**src/rtl/sync_filter.sv**
```systemverilog
// Multi-channel asynchronous-input synchronizer with per-channel glitch filter
// and registered rise/fall pulses on the filtered level.
module sync_filter #(
  parameter int   WIDTH      = 4,
  parameter int   STAGES     = 2,
  parameter int   FILTER_CNT = 3,
  parameter logic RST_VAL    = 1'b0
) (
  input  logic             clk,
  input  logic             n_rst,
  input  logic [WIDTH-1:0] async_in,
  output logic [WIDTH-1:0] sync_out,
  output logic [WIDTH-1:0] filt_out,
  output logic [WIDTH-1:0] rise,
  output logic [WIDTH-1:0] fall
);

  localparam int CNT_W = (FILTER_CNT > 1) ? $clog2(FILTER_CNT) : 1;
  localparam logic [CNT_W-1:0] CNT_MAX = CNT_W'(FILTER_CNT - 1);

  for (genvar g = 0; g < WIDTH; g++) begin : g_ch
    logic [STAGES-1:0] sync_q;
    logic [CNT_W-1:0]  cnt_q, cnt_d;
    logic              filt_q, filt_d;
    logic              rise_q, rise_d;
    logic              fall_q, fall_d;
    logic              sync_lvl;

    assign sync_lvl = sync_q[STAGES-1];

    // A new level is accepted only after FILTER_CNT consecutive differing cycles;
    // any agreement in between restarts the count.
    always_comb begin
      cnt_d  = '0;
      filt_d = filt_q;
      rise_d = 1'b0;
      fall_d = 1'b0;
      if (sync_lvl != filt_q) begin
        if (cnt_q == CNT_MAX) begin
          filt_d = sync_lvl;
          rise_d = sync_lvl;
          fall_d = ~sync_lvl;
        end else begin
          cnt_d = cnt_q + 1'b1;
        end
      end
    end

    always_ff @(posedge clk or negedge n_rst) begin
      if (!n_rst) begin
        sync_q <= {STAGES{RST_VAL}};
        cnt_q  <= '0;
        filt_q <= RST_VAL;
        rise_q <= 1'b0;
        fall_q <= 1'b0;
      end else begin
        sync_q <= {sync_q[STAGES-2:0], async_in[g]};
        cnt_q  <= cnt_d;
        filt_q <= filt_d;
        rise_q <= rise_d;
        fall_q <= fall_d;
      end
    end

    assign sync_out[g] = sync_lvl;
    assign filt_out[g] = filt_q;
    assign rise[g]     = rise_q;
    assign fall[g]     = fall_q;
  end

endmodule

```
**config.mk**
```make
export PLATFORM = sky130hd
export DESIGN_NAME = sync_filter
export DESIGN_NICKNAME = d
export VERILOG_FILES = /design/src/rtl/sync_filter.sv
export SDC_FILE = /design/constraint.sdc
export NUM_CORES = 1
export LEC_CHECK = 0
export BUFFER_PORTS_ARGS = -buffer_cell sky130_fd_sc_hd__buf_2
export CAP_MARGIN = 20
export CORE_ASPECT_RATIO = 1.25
export CORE_MARGIN = 3
export CORE_UTILIZATION = 55
export CTS_BUF_LIST = sky130_fd_sc_hd__clkbuf_4 sky130_fd_sc_hd__clkbuf_8
export CTS_CLUSTER_DIAMETER = 30
export CTS_CLUSTER_SIZE = 25
export DETAILED_ROUTE_END_ITERATION = 16
export GPL_TIMING_DRIVEN = 1
export HOLD_SLACK_MARGIN = 0.05
export PLACE_DENSITY = 0.8
export SLEW_MARGIN = 30
export SYNTH_ARGS = -nofsm -noshare
export SYNTH_HDL_FRONTEND = slang
export SYNTH_SLANG_ARGS = --single-unit
```
**constraint.sdc**
```tcl
create_clock -name clk -period 1.35 [get_ports clk]
set_input_delay 0.135 -clock clk [delete_from_list [all_inputs] [get_ports clk]]
set_output_delay 0.135 -clock clk [all_outputs]
set_load 0.005 [all_outputs]
```
==> results.md <==
* Outcome: finished, final reports clean
* Global Route Usage Sum at 0.119
* CP arrival at 920 ps
* Post-Route WL at roughly 1.2 mm
* Largest net degree at the start of global routing at 29
* Worst Path Buf+Inv at 1
* Rel. slew slack at 0.616
* Drt wl/cell at roughly 12 um
* Area leader, netlist: dfrtp_1
* Placed Cells at between 90 and 100
* Routed via count at between 500 and 600
* Die Wd at around 46 um
* Synthesized area at about 1100 um2
* Post-Synth Simple-Gate Area at 0.160
* Power per Cell Area at roughly 1900 nW/um2
* Bufs on Longest Clock Path at 2
* Register area at ~700 um2
* Fmax at 0.949 GHz
* Post-Layout Inst Area at approximately 1200 um2
* Largest family of logic cells by synthesized area: simple AND/OR/NAND/NOR gates
* TritonCTS clock tree: yes
* Mapped Nets at slightly below 80
* Port bufs at 21
* Gp weighted congestion at ~0.70
* Core Area at roughly 1800 um2
* Clock-pin slew on the worst setup and hold paths at about 140 ps
* Hold WS at between 300 and 400 ps
* Synth Area in Adders at 0
* Initial antenna violation count at 0
* Starting Density at 0.596
* Drt first pass iters at 1
* Worst r2r src: g_ch[2].cnt_q[0]
* DRC at 0
* Tmin final at about 1100 ps
* CP endpoint kind: output pin
* Crit path kind: reg -> out
* Num rows at 17
* Xor-xnor portion of the synthesized cell area at 0.0325
* Comb pwr share at 0.225
* Static Leak at slightly above 0.0006 uW
* Worst path top cell family by delay: flip-flops
* Clock sink count at 28
* Post-Syn Instances at between 70 and 80
* Inserted Diodes at 0
* Post-route ant nets at 0
* Reg2Reg Capture Point: g_ch[2].filt_q
* H-tree level count at 1
* RSZ-0062 raised after global routing: no
* CTS root buf: clkbuf_4
* Final number of hold-violating endpoints at 0
* Multi-input gate area at 256 um2
* Required @ worst endpoint at 1220 ps
* Max-slew violation count at 0
* Unique masters post-synth at 10
* Drt initial violations at 0
* Worst slew pin tran at around 580 ps
* YS warnings at 0
* Layout Nets at 93
* Fillers at 120
* Post-CTS Setup Repair Bufs at 0
* CP max-delay cell: dfrtp_1
* Largest cells by area after synthesis: dfrtp_1 65%, buf_4 11%, and3b_1 4.9%
* Via/cell ratio at ~4.9
* Worst R2R Setup Slack at around 340 ps
* Synth Register Bits at 28
* HP Class: in -> async
* Sequential power share at 0.544
* Max incr delay on CP at around 460 ps
* Reg2Reg Depth at 2
* Power share of the clock group at 0.232
* Crit path max fanout at 5
* Worst-Skew Late Latency at about 310 ps
* Avg Cell Area, Syn at 15.0 um2
* Share of the synthesized area in the top cell type at 0.650
* # setup viols final at 0
* Placed inst area at ~1100 um2
* VDD IR max at 1100 uV
* Sw Pwr at 586 uW
* Sequential-to-total area share from yosys stat at 0.650
* MaxCap Viol Count at 0
* Cell-internal power at around 1700 uW
* Worst setup margin at between 200 and 300 ps
* Final worst path period share at 0.781
* Switching Share at 0.260
* Pre-CTS worst setup slack at 363 ps
* Synth Area in Compound Gates at 0
* Fin Setup TNS at 0 ps
* Mux contribution to synthesized area at 0.0453
* GRT overflow at 0
* Worst clock skew at about 5.5 ps
* Full die area at between 2000 and 3000 um2
* Non-Filler Instances at roughly 110
* Crit-path cells: buf_2
* Die Height at around 55 um
* Layout cell share with drive strength beyond 1 at 0.384
* Global-route wire length before repair at 2.24 mm
* CTS buffer count at 3
* Vias in the first global route at 535
* I/O pin count at 22
* HPWL Detailed at between 800 and 900 um
* Area grow syn2layout at 10.3%
* Cts repair resizes at 0
* Setup crit start kind: flip-flop
[per-layer routing]
layer,track usage,wire (um),up-vias,part of all wire
li1,-,-,250,-
met1,0.160,555,242,0.45
met2,0.186,586,17,0.48
met3,0.0195,72,2,0.058
met4,0.0502,16,0,0.013
met5,0,0,-,0
[synth_stat cells]
cell,count
mux2_2,3
buf_4,16
nor3_1,4
dfrtp_1,28
nand2b_4,1
mux2_4,1
nor3b_1,6
nor2b_4,3
xnor2_1,4
and3b_1,6
[layout make-up]
cell class / instances / area share
flip-flops and latches: 28 / 0.589
multi-input cells: 28 / 0.216
repair buffers: 26 / 0.131
clock inverters: 1 / 0.0253
well taps: 19 / 0.0200
clock buffers: 3 / 0.0189
[registers in the layout, indices dropped and copies added (netlist names)]
signal       flops
g_ch.fall_q      4
g_ch.rise_q      4
g_ch.cnt_q       8
g_ch.sync_q      8
g_ch.filt_q      4
[cell families after synthesis]
family,after synthesis
simple gates,20
buf+inv,16
mux,4
xor+xnor,4
flops,28
[cell usage in the layout, fill, tap and decap left out]
cell type,count
and3b_1,6
buf_2,21
bufinv_16,1
clkbuf_4,3
dfrtp_1,28
dlygate4sd3_1,5
mux2_2,3
mux2_4,1
nand2b_4,1
nor2b_4,3
nor3_1,4
nor3b_1,6
xnor2_1,4
[stage by stage]
step,util,power (uW)
4_1_cts,0.657,2290
2_1_floorplan,-,1690
3_3_place_gp,0.601,1710
5_1_grt,0.657,2400
3_5_place_dp,0.601,1750
6_report,0.657,2250
[what timing repair did]
item / in CTS / in global routing
endpoints found under the setup margin: 0 / 0
hold endpoints to repair: 32 / 0
hold buffers: 5 / 0
[worst max-delay path by stage]
stage,startpoint,slack [ps],to,cells after the start
after CTS,g_ch[0].filt_q,280,filt_out[0],1
final,g_ch[0].filt_q,300,filt_out[0],1
after global routing,g_ch[3].filt_q,240,filt_out[3],1
after global placement,g_ch[2].cnt_q[0],380,g_ch[2].filt_q,2
after floorplan,g_ch[1].cnt_q[0],400,g_ch[1].filt_q,2
after detailed placement,g_ch[1].cnt_q[0],360,g_ch[1].filt_q,2
[power by group through the flow]
| stage | sequential (uW) | clock [uW] | combinational (uW) |
|---|---|---|---|
| 2_1_floorplan | 1210 | 0 | 481 |
| 5_1_grt | 1260 | 575 | 562 |
| 6_report | 1220 | 522 | 506 |
| 3_5_place_dp | 1240 | 0 | 508 |
| 4_1_cts | 1230 | 544 | 521 |
| 3_3_place_gp | 1220 | 0 | 487 |
No activity file was read; power rests on OpenSTA's default activity.
